===== config.mk =====
export PLATFORM = sky130hd
export DESIGN_NAME = rca_pipe
export DESIGN_NICKNAME = d
export VERILOG_FILES = /design/src/rtl/rca_pipe_pkg.sv /design/src/rtl/rca_chunk.sv /design/src/rtl/rca_pipe.sv
export SDC_FILE = /design/constraint.sdc
export NUM_CORES = 1
export LEC_CHECK = 0
export ABC_AREA = 1
export BUFFER_PORTS_ARGS = -buffer_cell sky130_fd_sc_hd__buf_2
export CAP_MARGIN = 20
export CORE_MARGIN = 3
export CORE_UTILIZATION = 53
export CTS_CLUSTER_SIZE = 10
export DETAILED_ROUTE_END_ITERATION = 7
export HOLD_SLACK_MARGIN = 0.1
export PLACE_DENSITY = 0.79
export SYNTH_ARGS = -nofsm -noshare
export SYNTH_HDL_FRONTEND = slang
export SYNTH_SLANG_ARGS = --single-unit

===== constraint.sdc =====
create_clock -name clk -period 3.7 [get_ports clk]
set_clock_uncertainty 0.1 [all_clocks]
set_input_delay 0.555 -clock clk [delete_from_list [all_inputs] [get_ports clk]]
set_output_delay 0.555 -clock clk [all_outputs]
set_load 0.02 [all_outputs]

===== src/rtl/rca_pipe_pkg.sv =====
// Shared definitions for rca_pipe: chunk sizing, parameter sanity check and the
// per-stage control record. RCA_PIPE_SUB_EN adds the subtract bit to the record.
package rca_pipe_pkg;

  function automatic int unsigned chunk_width(input int unsigned width,
                                              input int unsigned stages);
    return (stages == 0) ? width : width / stages;
  endfunction

  // True when the operand splits into equal, non-empty chunks.
  function automatic bit split_ok(input int unsigned width, input int unsigned stages);
    return (width >= 2) && (stages >= 1) && (stages <= width) && ((width % stages) == 0);
  endfunction

  typedef struct packed {
    logic valid;
    logic carry;
`ifdef RCA_PIPE_SUB_EN
    logic sub;
`endif
  } stage_ctrl_t;

endpackage


===== src/rtl/rca_chunk.sv =====
// Combinational CW-bit ripple adder built from bit-level full adders; also exposes
// the carry into its MSB so the last stage can form signed overflow.
module rca_chunk
  import rca_pipe_pkg::*;
#(
  parameter int unsigned CW = 4
) (
  input  logic [CW-1:0] a,
  input  logic [CW-1:0] b,
  input  logic          cin,
  output logic [CW-1:0] sum,
  output logic          cout,
  output logic          cmsb
);

  always_comb begin
    logic carry;
    carry = cin;
    sum   = '0;
    cmsb  = cin;
    for (int i = 0; i < CW; i++) begin
      if (i == CW - 1) cmsb = carry;
      sum[i] = a[i] ^ b[i] ^ carry;
      carry  = (a[i] & b[i]) | (carry & (a[i] ^ b[i]));
    end
    cout = carry;
  end

endmodule


===== src/rtl/rca_pipe.sv =====
// Pipelined ripple-carry adder: one CW-bit chunk per stage, carry registered between
// stages, valid/ready on both sides. Define RCA_PIPE_SUB_EN for the subtract port.
module rca_pipe
  import rca_pipe_pkg::*;
#(
  parameter int unsigned WIDTH  = 16,
  parameter int unsigned STAGES = 4
) (
  input  logic             clk,
  input  logic             rst,
  input  logic             in_valid,
  output logic             in_ready,
  input  logic [WIDTH-1:0] a,
  input  logic [WIDTH-1:0] b,
  input  logic             cin,
`ifdef RCA_PIPE_SUB_EN
  input  logic             sub,
`endif
  output logic             out_valid,
  input  logic             out_ready,
  output logic [WIDTH-1:0] sum,
  output logic             cout,
  output logic             ovf
);

  localparam int unsigned CW = chunk_width(WIDTH, STAGES);

  if (!split_ok(WIDTH, STAGES)) begin : g_bad_split
    $error("rca_pipe: STAGES must divide WIDTH into non-empty chunks, WIDTH >= 2");
  end

  // a_q doubles as skew and deskew storage: the low chunk is the next A chunk to
  // consume, finished sum chunks shift in from the top, so the sum lands aligned.
  stage_ctrl_t      ctrl_q [STAGES];
  logic [WIDTH-1:0] a_q    [STAGES];
  logic [WIDTH-1:0] b_q    [STAGES];
  logic [CW-1:0]    csum   [STAGES];
  logic [WIDTH-1:0] fold   [STAGES];
  logic [STAGES-1:0] cco;
  logic [STAGES-1:0] cmsb;

  logic             out_valid_q;
  logic [WIDTH-1:0] sum_q;
  logic             cout_q;
  logic             ovf_q;
  logic             advance;

  assign advance  = out_ready | ~out_valid_q;
  assign in_ready = advance;

  for (genvar k = 0; k < STAGES; k++) begin : g_stage
    logic [CW-1:0] b_eff;
`ifdef RCA_PIPE_SUB_EN
    assign b_eff = b_q[k][CW-1:0] ^ {CW{ctrl_q[k].sub}};
`else
    assign b_eff = b_q[k][CW-1:0];
`endif
    rca_chunk #(
      .CW(CW)
    ) u_chunk (
      .a   (a_q[k][CW-1:0]),
      .b   (b_eff),
      .cin (ctrl_q[k].carry),
      .sum (csum[k]),
      .cout(cco[k]),
      .cmsb(cmsb[k])
    );
    assign fold[k] = (a_q[k] >> CW) | (WIDTH'(csum[k]) << (WIDTH - CW));
  end

  // Stage data only loads under a valid beat, so outputs keep the last result.
  always_ff @(posedge clk) begin
    if (rst) begin
      for (int k = 0; k < STAGES; k++) begin
        ctrl_q[k] <= '0;
        a_q[k]    <= '0;
        b_q[k]    <= '0;
      end
      out_valid_q <= 1'b0;
      sum_q       <= '0;
      cout_q      <= 1'b0;
      ovf_q       <= 1'b0;
    end else if (advance) begin
      ctrl_q[0].valid <= in_valid;
      if (in_valid) begin
        a_q[0] <= a;
        b_q[0] <= b;
`ifdef RCA_PIPE_SUB_EN
        ctrl_q[0].sub   <= sub;
        ctrl_q[0].carry <= sub | cin;
`else
        ctrl_q[0].carry <= cin;
`endif
      end
      for (int k = 1; k < STAGES; k++) begin
        ctrl_q[k].valid <= ctrl_q[k-1].valid;
        if (ctrl_q[k-1].valid) begin
          a_q[k]          <= fold[k-1];
          b_q[k]          <= b_q[k-1] >> CW;
          ctrl_q[k].carry <= cco[k-1];
`ifdef RCA_PIPE_SUB_EN
          ctrl_q[k].sub   <= ctrl_q[k-1].sub;
`endif
        end
      end
      out_valid_q <= ctrl_q[STAGES-1].valid;
      if (ctrl_q[STAGES-1].valid) begin
        sum_q  <= fold[STAGES-1];
        cout_q <= cco[STAGES-1];
        ovf_q  <= cco[STAGES-1] ^ cmsb[STAGES-1];
      end
    end
  end

  // Upper B bits of the last stage and inner-chunk MSB carries have no consumer.
  logic unused_bits;
  assign unused_bits = ^{b_q[STAGES-1], cmsb};

  assign out_valid = out_valid_q;
  assign sum       = sum_q;
  assign cout      = cout_q;
  assign ovf       = ovf_q;

endmodule


* Word level (Yosys, flattened, before mapping)
Memories as Yosys holds them, arrays and structs flattened.
Cells that the tools add are included.
** Cells by class
- Muxes and demuxes :: 37
- Reduce and logical (&&, ||, !) cells :: 1
- Bitwise operators :: 103
** Operators with widths (number)
- two-way mux 16 bit :: 8
- bitwise OR 12 x 16 -> 16 bit :: 4
- bitwise OR 1 bit :: 33
- bitwise XOR 1 bit :: 33
- AND 1 bit :: 32
- two-way mux 1 bit :: 29
- AND reduction 2 bit :: 1
- inverter 1 bit :: 1
** Storage, ports and cells
- Register bits after elaboration :: 19
- Memories kept :: 3
- Input bits :: 37
- Logic and storage cells :: 148
- RAM bits :: 136
** Memory list
- a_q :: depth 4, width 16, read ports 4, clocked after Yosys merged registers in 0, write ports 4, line rca_pipe.sv:35 : logic [WIDTH-1:0] a_q [STAGES];
- b_q :: depth 4, width 16, read ports 4, clocked after Yosys merged registers in 0, write ports 4, line rca_pipe.sv:36 : logic [WIDTH-1:0] b_q [STAGES];
- ctrl_q :: depth 4, width 2, read ports 4, clocked after Yosys merged registers in 0, write ports 4, line rca_pipe.sv:34 : stage_ctrl_t ctrl_q [STAGES];

* Logic depth before layout (Yosys ltp)
An unclocked memory read counts as a cell.
- Word-level depth :: 11
- Mapped depth :: 12
- Mapped depth without buffers :: 12

* By module
From an unflattened synthesis, not the netlist that was laid out.
** Unflattened totals
- Cell total of the unflattened synthesis :: 517
- Area, all modules :: 5579.1 um^2
** By module, submodules not included
- rca_pipe :: cells each 469, times used 1, area each 5138.7 um^2
- rca_chunk :: cells each 12, times used 4, area each 110.1 um^2

* Worst setup path before layout
Ideal clock, no wire load.
- Path kind :: input-to-reg
- From :: in out_ready
- To :: mem a_q[0][0] (enable)
- Library setup time :: 0.469 ns
- Path slack :: 0.069 ns
- Arrival time :: 3.062 ns
- Stages :: 4
- Path through :: inv_1 -> nand2_2 -> inv_2 -> o21ai_0
** RTL lines
- start: declaration :: line rca_pipe.sv:20 : input logic out_ready,
- end: declaration :: line rca_pipe.sv:35

==> reports/summary.log <==
[status] result of the run finished clean
[sta] pin slew with the least headroom to its limit 1010 ps
[sta] total negative slack for setup checks 0 ps
[power] internal power 2.78 mW
[floorplan] count of pins on the block boundary 57
[synthesis] Commonest cells post-synth sky130_fd_sc_hd__inv_1 (138), sky130_fd_sc_hd__nor2_1 (127), sky130_fd_sc_hd__edfxtp_1 (112)
[critical_path] peak per-stage delay on the critical path 480 ps
[sta] RSZ-0062 raised after global routing no
[worst_hold_path] number of stages on the worst hold path 2
[route] Initial DRC Count 132
[synthesis] number of instances in the synthesized netlist 502
[critical_path] Startpoint Class flip-flop
[run] number of violations of the max-capacitance limit 0
[synthesis] count of state elements after synthesis 131
[clock_network] CTS tree yes
[sta] Slew Limit Fails 0
[place] placed inst area 0.00591 sq mm
[floorplan] cell row count 36
[route] Avg WL per Cell 11.3 microns
[cells_and_area] fin util 65.3%
[synthesis] sequential element share of the synthesized area 67.8%
[synthesis] ys flop type sky130_fd_sc_hd__edfxtp_1
[power] clock power share 46.5%
[place] number of input and output port buffers inserted 56
[clock_network] Max Root-Sink Buffers 2
[clock_network] post-cts hold buffer count 0
[sta] fraction of the cycle the final worst path needs 68.8%
[sta] final hold viol count 0
[power] Leak 2.92 nW
[grt] largest net degree at the start of global routing 39
[synthesis] cell type with the largest total area after synthesis sky130_fd_sc_hd__edfxtp_1
[synthesis] cells taking the most area after synthesis sky130_fd_sc_hd__edfxtp_1 (61%), sky130_fd_sc_hd__inv_1 (9.4%), sky130_fd_sc_hd__nor2_1 (8.6%)
[grt] number of antenna violations at the first check in global routing 0
[synthesis] number of distinct standard cells referenced by the synthesized netlist 16
[clock_network] root buffer selected by CTS sky130_fd_sc_hd__clkbuf_8
[clock_network] H-tree Lvls 4
[place] placed instance count 675
[cells_and_area] diodes inserted 0
[synthesis] net count of the mapped netlist 555
[place] post-placement worst setup slack 1030 ps
[critical_path] signal arrival time at the worst endpoint 2680 ps
[synthesis] Synth async-reset ratio 0%
[sta] normalized max-slew margin 32.4%
[synthesis] Syn Area/Cell 11.0 sq um
[clock_network] TritonCTS buffer count 17
[critical_path] capture point of the worst reg-to-reg path a_q[3][15]
[clock_network] clock latency on the worst-skew pair 510 ps
[synthesis] Syn Std Cell Area 0.00553 sq mm
[critical_path] number of cells on the worst reg-to-reg path 8
[critical_path] critical path type flip-flop to flip-flop
[floorplan] die footprint 0.0117 sq mm
[critical_path] critical path's slowest cell sky130_fd_sc_hd__fa_1
[place] placer's final routability congestion estimate 0.738
[power] proportion of power drawn by combinational gates 5.4%
[worst_hold_path] Hold Startpoint rst
[place] detailed-placement wirelength estimate 5.37 mm
[power] worst voltage drop across the vdd grid 0.000392 V
[floorplan] placeable core region 0.00995 sq mm
[critical_path] Top cell by count, worst path sky130_fd_sc_hd__fa_1
[synthesis] number of synthesis warnings 0
[route] via density per instance 4.50
[clock_network] setup fix buffers added after clock tree synthesis 0
[clock_network] Resized cells post-CTS 0
[critical_path] CP endpoint kind flip-flop
[cells_and_area] layout overhead on the synthesized area 17.7%
[critical_path] number of buffers and inverters on the critical path 3
[critical_path] endpoint required time on the critical path 3840 ps
[floorplan] Initial Utilization 55.5%
[route] Final ANT Viol Nets 0
[synthesis] count of flip-flops with a built-in enable after synthesis 112
[floorplan] Die Height 108 microns
[floorplan] x dimension of the die 108 microns
[sta] clock period minus final worst setup slack 2540 ps
[sta] Setup-failing EPs final 0
[sta] final worst setup slack 1160 ps
[grt] overall overflow remaining after global route 0
[worst_hold_path] Worst Hold Path EP out_valid
[grt] number of global-route vias before repair 3,101
[cells_and_area] share of layout cells above drive strength 1 17.3%
[cells_and_area] Final #Nets 614
[critical_path] maximum fanout along the worst path 1
[route] final WL 8.01 mm
[cells_and_area] Non-Filler Cell Area, Final 0.00650 sq mm
[route] vias 3,180
[clock_network] Clock Sinks 131
[critical_path] Critical R2R Launch b_q[0][32]
[critical_path] cell-by-cell trace of the critical path fa_1 > inv_1 > fa_1 > inv_1 > fa_1 > fa_1 > inv_1 > nor2_1
[critical_path] cell family with most CP delay adder cells
[power] sequential fraction of design power 48.2%
[worst_hold_path] worst min-delay path category input port to flip-flop
[synthesis] most frequent cell after synthesis sky130_fd_sc_hd__inv_1
[critical_path] reg-to-reg slack, setup 1160 ps
[sta] maximum clock rate 393 MHz
[clock_network] clock slew seen by the registers of the worst setup and hold paths 60 ps
[power] Power Density 547 mW/mm^2
[synthesis] area share of the leading cell type in the synthesized netlist 60.9%
[route] First-pass DRT Iterations 5
[power] Sw Share 21.8%
[grt] global-route wire length before repair 13.6 mm
[power] switching component of the power 0.774 mW
[cells_and_area] final instance count without filler cells 706
[route] count of unresolved DRC violations after routing 0
[grt] GRT Overall Usage 15.1%
-- sequential cells by signal (all words and copies together), names as in the netlist --
signal,flops
a_q,64
b_q,40
cout,1
ctrl_q,8
out_valid,1
ovf,1
sum,16
-- worst max path at each step --
stage,startpoint,end,slack [ps],cells past startpoint
6_report,b_q[0][32],a_q[3][15],1160,8
5_1_grt,b_q[0][32],a_q[3][15],1060,8
4_1_cts,b_q[0][32],a_q[3][15],1120,8
3_5_place_dp,out_ready,b_q[0][16],1030,7
3_3_place_gp,out_ready,ctrl_q[1][1],1140,7
2_1_floorplan,out_ready,a_q[0][0],70,4
-- metrics by stage --
step                      hold slack [ps]  power [mW]
after global placement                358        1.92
after floorplan                       417        1.87
after global routing                  181        3.69
final                                 191        3.56
after CTS                             163        3.59
after detailed placement              363        1.94
-- power by group through the flow --
stage	clock network [mW]	logic (mW)	registers, mW
detailed placement	0	0.192	1.75
finish	1.65	0.191	1.71
global placement	0	0.181	1.74
floorplan	0	0.125	1.75
global route	1.75	0.221	1.72
CTS	1.68	0.195	1.71
-- area by class of cell --
class                           instances  area [sq um]
Sequential cell                       131          3740
Fill cell                             736          3450
Multi-Input combinational cell        212          1170
Inverter                              139           522
Clock buffer                           17           414
Timing Repair Buffer                   60           310
Clock inverter                         14           180
Tap cell                              133           166
-- worst register-to-register path, stage by stage (launching register included) --
cell	delay, ps
sky130_fd_sc_hd__edfxtp_1	400
sky130_fd_sc_hd__fa_1	430
sky130_fd_sc_hd__inv_1	100
sky130_fd_sc_hd__fa_1	190
sky130_fd_sc_hd__inv_1	60
sky130_fd_sc_hd__fa_1	430
sky130_fd_sc_hd__fa_1	480
sky130_fd_sc_hd__inv_1	60
sky130_fd_sc_hd__nor2_1	40
-- placed cells by master (no fill, tap or decap), drive strengths merged --
master and count:
buf 60, nand3 3, clkinvlp 5, a21oi 18
nand2 29, inv 142, edfxtp 112, clkbuf 17
nand3b 14, bufinv 3, o21ai 4, dfxtp 19
fa 16, clkinv 3, nor2 128
-- logic make-up after synthesis --
group / share of synthesized area (%)
AOI/OAI and AO/OA: 1.99
adders and majority gates: 5.80
buffers and inverters: 11.3
DFF: 67.8
and+or+nand+nor: 13.1
-- per-layer routing --
metal / routed length [microns] / global-route usage, % / up-vias
li1: - / - / 1637
met1: 3570 / 18.5 / 1447
met2: 3920 / 24.9 / 80
met3: 390 / 4.48 / 16
met4: 125 / 6.40 / 0
met5: 0 / 0 / -
Note: power is estimated with default switching activity, not from simulation.
